$ cat config.mk
export PLATFORM = sky130hd
export DESIGN_NAME = vector_mem_sequencer
export DESIGN_NICKNAME = d
export VERILOG_FILES = /design/src/rtl/vec_pkg.sv /design/src/rtl/vec_lane_counter.sv /design/src/rtl/vector_mem_sequencer.sv
export SDC_FILE = /design/constraint.sdc
export NUM_CORES = 1
export LEC_CHECK = 0
export ABC_AREA = 1
export BUFFER_PORTS_ARGS = -buffer_cell sky130_fd_sc_hd__buf_2
export CORE_AREA = 2 2 249 251
export CTS_CLUSTER_SIZE = 40
export DETAILED_ROUTE_END_ITERATION = 7
export DIE_AREA = 0 0 251 253
export PLACE_DENSITY = 0.75
export SKIP_CTS_REPAIR_TIMING = 1
export SKIP_LAST_GASP = 1
export SLEW_MARGIN = 20
export SYNTH_ARGS = -nofsm -noshare
export SYNTH_HDL_FRONTEND = slang
export SYNTH_HIERARCHICAL = 1
export SYNTH_SLANG_ARGS = --single-unit
$ cat constraint.sdc
create_clock -name clk -period 3 [get_ports clk]
set_clock_uncertainty 0.15 [all_clocks]
set_input_delay 0.9 -clock clk [delete_from_list [all_inputs] [get_ports clk]]
set_output_delay 0.9 -clock clk [all_outputs]
set_load 0.02 [all_outputs]
$ cat src/rtl/vec_pkg.sv
`default_nettype none
// ============================================================================
// Package     : vec_pkg
// Description : Shared constants and types for the vector memory sequencer.
//               The vector geometry lives here so the sequencer, its lane
//               counter and any client agree on lane count and word width.
// Revision    : 1.0 - initial release
// ============================================================================
package vec_pkg;

    localparam int LANES  = 8;
    localparam int WIDTH  = 32;
    localparam int LANE_W = $clog2(LANES);
    localparam int VEC_W  = LANES * WIDTH;

    typedef enum logic [1:0] {
        IDLE   = 2'd0,
        ACCESS = 2'd1,
        DONE   = 2'd2
    } vseq_state_t;

endpackage
`default_nettype wire

$ cat src/rtl/vec_lane_counter.sv
`default_nettype none
// ============================================================================
// Module      : vec_lane_counter
// Description : Lane index for a serialised vector access. Clear has
//               priority over enable; 'last' flags the final lane so the
//               sequencer can leave ACCESS on that lane's acknowledge.
// Revision    : 1.0 - initial release
// ============================================================================
module vec_lane_counter
    import vec_pkg::*;
(
    input  logic              clk,
    input  logic              rst_n,
    input  logic              clr,
    input  logic              en,
    output logic [LANE_W-1:0] lane,
    output logic              last
);

    logic [LANE_W-1:0] cnt_q;
    logic [LANE_W-1:0] cnt_d;

    // Next count: clear to lane 0, otherwise step on each completed transfer
    always_comb begin
        cnt_d = cnt_q;
        if (clr) begin
            cnt_d = '0;
        end else if (en) begin
            cnt_d = cnt_q + LANE_W'(1);
        end
    end

    // Counter register, forced to lane 0 by the asynchronous reset
    always_ff @(posedge clk or negedge rst_n) begin
        if (!rst_n) begin
            cnt_q <= '0;
        end else begin
            cnt_q <= cnt_d;
        end
    end

    assign lane = cnt_q;
    assign last = (cnt_q == LANE_W'(LANES - 1));

endmodule
`default_nettype wire

$ cat src/rtl/vector_mem_sequencer.sv
`default_nettype none
// ============================================================================
// Module      : vector_mem_sequencer
// Description : M-stage sequencer that serialises a vector load/store into
//               one word transfer per lane on a single 32-bit memory port,
//               stalls the pipeline for the duration and gathers load words
//               into a full vector for the register write-back path.
// Revision    : 1.0 - initial release
// ============================================================================
module vector_mem_sequencer
    import vec_pkg::*;
(
    input  logic               clk,
    input  logic               reset,
    input  logic               vmemM,
    input  logic               memwriteM,
    input  logic [31:0]        baseaddrM,
    input  logic [VEC_W-1:0]   vwritedataM,
    input  logic               mem_ack,
    input  logic [WIDTH-1:0]   mem_rdata,
    output logic               mem_req,
    output logic               mem_we,
    output logic [31:0]        mem_addr,
    output logic [WIDTH-1:0]   mem_wdata,
    output logic               stallM,
    output logic               vdoneM,
    output logic [VEC_W-1:0]   vreaddataM
);

    vseq_state_t        state_q;
    vseq_state_t        state_d;
    logic [31:0]        base_q;
    logic [31:0]        base_d;
    logic               we_q;
    logic               we_d;
    logic [VEC_W-1:0]   wdata_q;
    logic [VEC_W-1:0]   wdata_d;
    logic [VEC_W-1:0]   vread_q;
    logic [VEC_W-1:0]   vread_d;

    logic [LANE_W-1:0]  lane;
    logic               lane_last;
    logic               lane_clr;
    logic               lane_en;
    logic               start;
    logic               xfer_done;

    // Byte offset within the word is dropped: transfers are word aligned.
    logic               unused_addr_bits;
    assign unused_addr_bits = ^baseaddrM[1:0];

    assign start     = (state_q == IDLE) && vmemM;
    assign xfer_done = (state_q == ACCESS) && mem_ack;
    assign lane_clr  = start;
    assign lane_en   = xfer_done;

    vec_lane_counter u_lane_counter (
        .clk   (clk),
        .rst_n (reset),
        .clr   (lane_clr),
        .en    (lane_en),
        .lane  (lane),
        .last  (lane_last)
    );

    // State and latched operand registers; reset aborts any access in flight
    always_ff @(posedge clk or negedge reset) begin
        if (!reset) begin
            state_q <= IDLE;
            base_q  <= '0;
            we_q    <= 1'b0;
            wdata_q <= '0;
            vread_q <= '0;
        end else begin
            state_q <= state_d;
            base_q  <= base_d;
            we_q    <= we_d;
            wdata_q <= wdata_d;
            vread_q <= vread_d;
        end
    end

    // Next state: one ACCESS pass per instruction, DONE lasts exactly one cycle
    always_comb begin
        state_d = state_q;
        case (state_q)
            IDLE:    if (vmemM)                  state_d = ACCESS;
            ACCESS:  if (mem_ack && lane_last)   state_d = DONE;
            DONE:                                state_d = IDLE;
            default:                             state_d = IDLE;
        endcase
    end

    // Operand capture at instruction start; M-stage inputs are ignored afterwards
    always_comb begin
        base_d  = base_q;
        we_d    = we_q;
        wdata_d = wdata_q;
        if (start) begin
            base_d  = {baseaddrM[31:2], 2'b00};
            we_d    = memwriteM;
            wdata_d = vwritedataM;
        end
    end

    // Gather each acknowledged load word into its lane; stores leave the vector alone
    always_comb begin
        vread_d = vread_q;
        if (xfer_done && !we_q) begin
            vread_d[int'(lane) * WIDTH +: WIDTH] = mem_rdata;
        end
    end

    // Moore outputs, except the IDLE stall which must react to vmemM in the same cycle
    always_comb begin
        stallM    = 1'b0;
        vdoneM    = 1'b0;
        mem_req   = 1'b0;
        mem_we    = 1'b0;
        mem_addr  = '0;
        mem_wdata = '0;
        case (state_q)
            IDLE: begin
                stallM = vmemM & reset;
            end
            ACCESS: begin
                stallM    = 1'b1;
                mem_req   = 1'b1;
                mem_we    = we_q;
                mem_addr  = base_q + (32'(lane) << 2);
                mem_wdata = wdata_q[int'(lane) * WIDTH +: WIDTH];
            end
            DONE: begin
                vdoneM = 1'b1;
            end
            default: begin
                stallM = 1'b0;
            end
        endcase
    end

    assign vreaddataM = vread_q;

endmodule
`default_nettype wire

### Word level (Yosys, flattened, before mapping)

Cells that the tools add are included.

| word-level totals | value |
|---|---|
| bits in writable memories | 0 |
| bits in latches | 0 |
| bits in read-only memories | 0 |
| bits in registers | 548 |
| memories kept | 0 |

| cells by class | value |
|---|---|
| mux-type cells | 12 |
| order comparisons | 0 |
| $add $sub $neg | 3 |
| reduce and logical (&&, ||, !) cells | 8 |
| shifts and indexed selects | 3 |
| equal/unequal tests | 5 |
| divide/modulo/power cells | 0 |
| bitwise gates (word level) | 1 |
| $mul | 0 |

Operator list:

| kind | number |
|---|---|
| $bwmux W256 | 1 |
| $shift A32 B33 Y256 const A | 1 |
| $shiftx A256 B9 Y32 | 1 |
| $shiftx A32 B33 Y256 | 1 |
| $mux W32 | 2 |
| $neg A8 Y33 | 1 |
| $add A32 B5 Y32 | 1 |
| $mux W3 | 2 |
| $logic_and A1 B1 Y1 | 4 |
| $mux W2 | 2 |
| $pmux W2 S2 | 1 |
| $add A3 B1 Y3 const B | 1 |
| $eq A3 B3 Y1 const B | 1 |
| $mux W1 | 3 |
| $eq A2 B1 Y1 const B | 1 |
| $eq A2 B2 Y1 const B | 1 |
| $logic_not A2 Y1 | 1 |
| $ne A2 B1 Y1 const B | 1 |
| $ne A2 B2 Y1 const B | 1 |
| $pmux W1 S2 | 1 |
| $reduce_and A2 Y1 | 1 |
| $reduce_bool A2 Y1 | 1 |
| $and A1 B1 Y1 | 1 |
| $logic_not A1 Y1 | 1 |

### Longest topological paths before layout

| depth | value |
|---|---|
| depth after elaboration | 4 |
| mapped depth | 13 |
| mapped depth without buffers | 12 |

### Cells and area by module

The synthesis kept the hierarchy.

By module, submodules not included:

| module | sequential area each (um^2) | area an instance (um^2) | times used | cells each |
|---|---|---|---|---|
| vector_mem_sequencer | 13638.1 | 23981.8 | 1 | 3010 |
| vec_lane_counter | 75.1 | 151.4 | 1 | 17 |

### Worst setup path before layout

OpenSTA, ideal clock, no wires.

| path | value |
|---|---|
| path type | register to output |
| start point | reg u_lane_counter.cnt_q[1], in the netlist u_lane_counter/lane[1] |
| end point | out mem_addr[18] |
| arrival time | 2115 ps |
| stages on the path, launching flop included | 14 |
| setup slack | -165 ps |
| path through | dfrtp_1 -> buf_2 -> inv_1 -> clkbuf_1 -> fa_1 -> inv_1 -> nand3_1 -> nand2_1 -> nand3_1 -> inv_1 -> nand2_1 -> nand2_1 -> nand2_1 -> nor2_1 |

| between the ends | value |
|---|---|
| word-level cells in the longest chain between the ends | 2 |

Ends and longest elaborated chain:

| what | RTL line | RTL |
|---|---|---|
| from (decl) | vec_lane_counter.sv:20 | `logic [LANE_W-1:0] cnt_q;` |
| from (signal assigned) | vec_lane_counter.sv:38 | `cnt_q <= cnt_d;` |
| $add A32 B5 Y32 | vector_mem_sequencer.sv:130 | `mem_addr = base_q + (32'(lane) << 2);` |
| $mux W32 | vector_mem_sequencer.sv:122 | `case (state_q)` |
| to (decl) | vector_mem_sequencer.sv:23 | `output logic [31:0] mem_addr,` |

Every way passes these cells.

### Final worst setup path

| path | value |
|---|---|
| start point | reg u_lane_counter.cnt_q[0], in the netlist u_lane_counter/lane[0] |
| end point | out mem_wdata[8] |

| between the ends | value |
|---|---|
| word-level cells in the longest chain between the ends | 2 |

Ends and longest elaborated chain:

| what | RTL line | RTL |
|---|---|---|
| $shiftx A256 B9 Y32 | vector_mem_sequencer.sv:131 | `mem_wdata = wdata_q[int'(lane) * WIDTH +: WIDTH];` |
| $mux W32 | vector_mem_sequencer.sv:122 |  |
| to (decl) | vector_mem_sequencer.sv:24 | `output logic [WIDTH-1:0] mem_wdata,` |

Every way passes these cells.

==> metrics.md <==
| Metric | Value |
|---|---|
| Non-Filler Instances | 4550 |
| Met1 WL | 33800 µm |
| Synth top area cells | dfrtp_1 (57%), nand2_1 (20%), nor2_1 (5.3%) |
| Hold Vio Cnt, Final | 0 |
| Buf/Inv on CP | 5 |
| Crit-path max FO | 6 |
| Worst path top cell family by delay | buffers and inverters |
| Outcome | finished, violations left |
| Port bufs | 644 |
| Sequential element share of the synthesized area | between 50% and 60% |
| Worst Tran Pin Value | 0.953 ns |
| Gate Count Post-Synth | 3027 |
| GPL Wtd Cong | 0.929 |
| TritonCTS Sinks | 548 |
| Post-Place Setup Slack | -0.115 ns |
| # DRC | 0 |
| Core ar. | 61000 µm² |
| Detailed Route WL | 94700 µm |
| # setup viols final | just over 60 |
| Synth cell types | 34 |
| CTS Buffer Depth | 3 |
| First-pass GRT wire length | 126000 µm |
| Initial core utilization | 39.5% |
| CTS Root Cell | clkbuf_16 |
| Fillers | roughly 5500 |
| Relative slew margins | roughly 36% |
| Mux contribution to synthesized area | 0% |
| RSZ-0062 raised after global routing | yes |
| Antenna Nets Post-Route | 0 |
| Top sig layer | met5 |
| H-tree Lvls | 2 |
| Post-synthesis register bit count | 548 |
| Vias in the first global route | 21910 |
| Slew Viols, Final | 0 |
| Cts bufs inserted | 57 |
| Synth Area in XOR/XNOR | less than 1% |
| Global Route Usage Sum | 25.9% |
| Failing checks | setup timing |
| Pleak | 0.0173 µW |
| Via count | 23905 |
| Placed insts | 4366 |
| 1st-iter DRT viols | 2386 |
| Max-cap violations | 0 |
| Largest net degree at the start of global routing | approximately 160 |
| Worst path max stage delay | 0.51 ns |
| Antenna violations before repair | 11 |
| DIE HEIGHT | 253 µm |
| Critical-path cell list | buf_12, buf_12, buf_12, clkbuf_16, nor2_1, nor2_1, o21ai_0, o211ai_1, nand2_1, nor2_1, buf_2 |
| Worst hold margin | 0.133 ns |
| Post-route setup slack | -0.583 ns |
| Average instance area after synthesis | 7.97 µm² |
| PwrDens | ~1100 nW/µm² |
| Mapped Area | around 24000 µm² |
| GRT overflow | 0 |
| VDD IR max | 0.000741 V |
| Worst EP arrival | 2.53 ns |
| Min-Delay Path Class | in2async |
| FP Rows | ~90 |
| Fmax | around 280 MHz |
| Final #Nets | between 4000 and 5000 |
| DIE AREA | ~64000 µm² |
| Layout cells sized above 1 | 29.0% |
| Final min period | 3.58 ns |
| Compound-Gate Fraction of Synth Area | 10.8% |
| HPWL Detailed | about 61000 µm |
| Num ports | 649 |
| Clock-pin slew on the worst setup and hold paths | roughly 0.07 ns |
| Setup crit end kind | output pin |
| WS Path Type | reg2out |
| Met3 wire len | 8690 µm |
| Wire per inst | ~21 µm |
| DRT Pass-1 Iters | 6 |
| Cell taking the most area after synthesis | dfrtp_1 |
| Main combinational cell family by area after synthesis | simple AND/OR/NAND/NOR gates |
| Later-pin clock latency in the skew report | 0.60 ns |
| Width of the die | 251 µm |
| Met2 wire len | 45800 µm |
| Simple-Gate Fraction of Synth Area | between 20 and 30% |
| Syn. warnings | 6 |
| Post-detailed-route via-to-cell ratio | 5.25 |
| Slowest CP cell | dfrtp_4 |
| Synth Area in Adders | 0.446% |
| CTS tree | yes |
| Post-route clock period utilization | 119% |
| Post-synth top area share | 56.8% |
| Area delta synth->final | 36.5% |
| Startpoint types | flip-flop |
| WP data required | 1.95 ns |
## report_power, final
group          internal [µW]  total, µW  switching, µW
sequential             10200      12000           1770
combinational           6760      18400          11600
clock                   4470       7550           3070
## state kept, by name, indices dropped and copies added, names as in the netlist
register / count
we_q: 1
wdata_q: 256
vreaddataM: 256
base_q: 30
u_lane_counter/lane: 3
state_q: 2
## through the flow
step | utilization [%] | power, µW | cell area, µm² | TNS, ns
5_1_grt | 54.0 | 39800 | 32900 | -33.30
3_3_place_gp | 46.8 | 26100 | 28600 | -0.308
2_1_floorplan | - | 20300 | 24200 | -0.0232
4_1_cts | 50.1 | 34000 | 30600 | -36.17
6_report | 54.0 | 37900 | 32900 | -26.32
3_5_place_dp | 46.8 | 26300 | 28600 | -0.672
## routing by layer
metal	up-vias	track usage [%]
met4	8	12.6
met5	-	0
met1	11361	30.7
li1	10951	-
met3	287	5.84
met2	1298	44.4
## cell families after synthesis
kind of cell / Yosys count
other: 1
AO/OA/AOI/OAI: 494
adder cells (fa/ha/maj): 8
flip-flops: 548
XOR/XNOR: 2
buffers and inverters: 291
AND/OR/NAND/NOR: 1683
## worst register-to-register path, delay by kind of cell, from the launching register on
family / cells / cell delay [ns]
AO/OA/AOI/OAI: 1 / 0.06
adder cells (fa/ha/maj): 2 / 0.33
buffers and inverters: 9 / 1.24
flip-flops: 1 / 0.45
AND/OR/NAND/NOR: 4 / 0.58
## path summary, 6_finish.rpt
| path | start | endpoint | slack, ns | depth (start not counted) |
|---|---|---|---|---|
| max in group asynchronous | reset | wdata_q[179]$_DFFE_PN0P_ | 1.26 | 3 |
| min in group clk | wdata_q[195]$_DFFE_PN0P_ | wdata_q[195]$_DFFE_PN0P_ | 0.32 | 2 |
| setup / recovery | u_lane_counter/lane[0]$_DFFE_PN0P_ | mem_wdata[8] | -0.58 | 11 |
| setup reg to reg | u_lane_counter/lane[0]$_DFFE_PN0P_ | vreaddataM[100]$_DFFE_PN0P_ | 0.08 | 16 |
| hold reg to reg | wdata_q[195]$_DFFE_PN0P_ | wdata_q[195]$_DFFE_PN0P_ | 0.32 | 2 |
| hold / removal | reset | vreaddataM[169]$_DFFE_PN0P_ | 0.13 | 2 |
## final cells by class
| cell class | count | area, µm² | share of cell area, % |
|---|---|---|---|
| inverters | 109 | 460 | 1.40 |
| multi-input cells | 2189 | 10100 | 30.6 |
| repair inverters | 1 | 30.0 | 0.0911 |
| well taps | 790 | 988 | 3.00 |
| flip-flops and latches | 548 | 13700 | 41.7 |
| clock inverters | 20 | 250 | 0.760 |
| repair buffers | 797 | 5620 | 17.1 |
| diodes | 9 | 22.5 | 0.0684 |
| clock buffers | 87 | 1760 | 5.34 |
## layout by cell type, fill, tap and decap left out, types with 6 or more instances in the layout
| cell type | Yosys | layout |
|---|---|---|
| dfrtp_1 | 548 | 545 |
| nor2_1 | 343 | 278 |
| buf_12 | 0 | 38 |
| nand2_4 | 0 | 9 |
| nand3_1 | 41 | 33 |
| o21ai_0 | 204 | 160 |
| nor2_2 | 2 | 35 |
| clkbuf_16 | 0 | 78 |
| o21ai_2 | 0 | 24 |
| nor2_4 | 3 | 35 |
| o21ai_1 | 188 | 206 |
| buf_4 | 3 | 85 |
| nand2_1 | 1273 | 1237 |
| clkinv_2 | 0 | 11 |
| o211ai_1 | 32 | 32 |
| buf_8 | 0 | 6 |
| inv_1 | 101 | 94 |
| nand2_2 | 2 | 27 |
| o22ai_2 | 0 | 8 |
| clkbuf_1 | 95 | 9 |
| clkbuf_8 | 0 | 20 |
| diode_2 | 0 | 9 |
| buf_6 | 0 | 49 |
| inv_2 | 7 | 8 |
| buf_2 | 71 | 592 |
| a21oi_1 | 36 | 33 |
| o22ai_1 | 32 | 23 |
## cell usage after synthesis (all sizes together)
cell / count
o22ai: 32
nor2: 348
o21a: 1
nand4: 7
xnor2: 1
nor3: 9
a2bb2oi: 1
inv: 108
o21ai: 392
nand3: 42
o211ai: 32
fa: 1
ha: 7
and2: 1
and3: 1
dfrtp: 548
clkinv: 1
clkbuf: 95
conb: 1
a21oi: 36
nand2: 1275
buf: 87
xor2: 1
No activity file was read; power rests on OpenSTA's default activity.
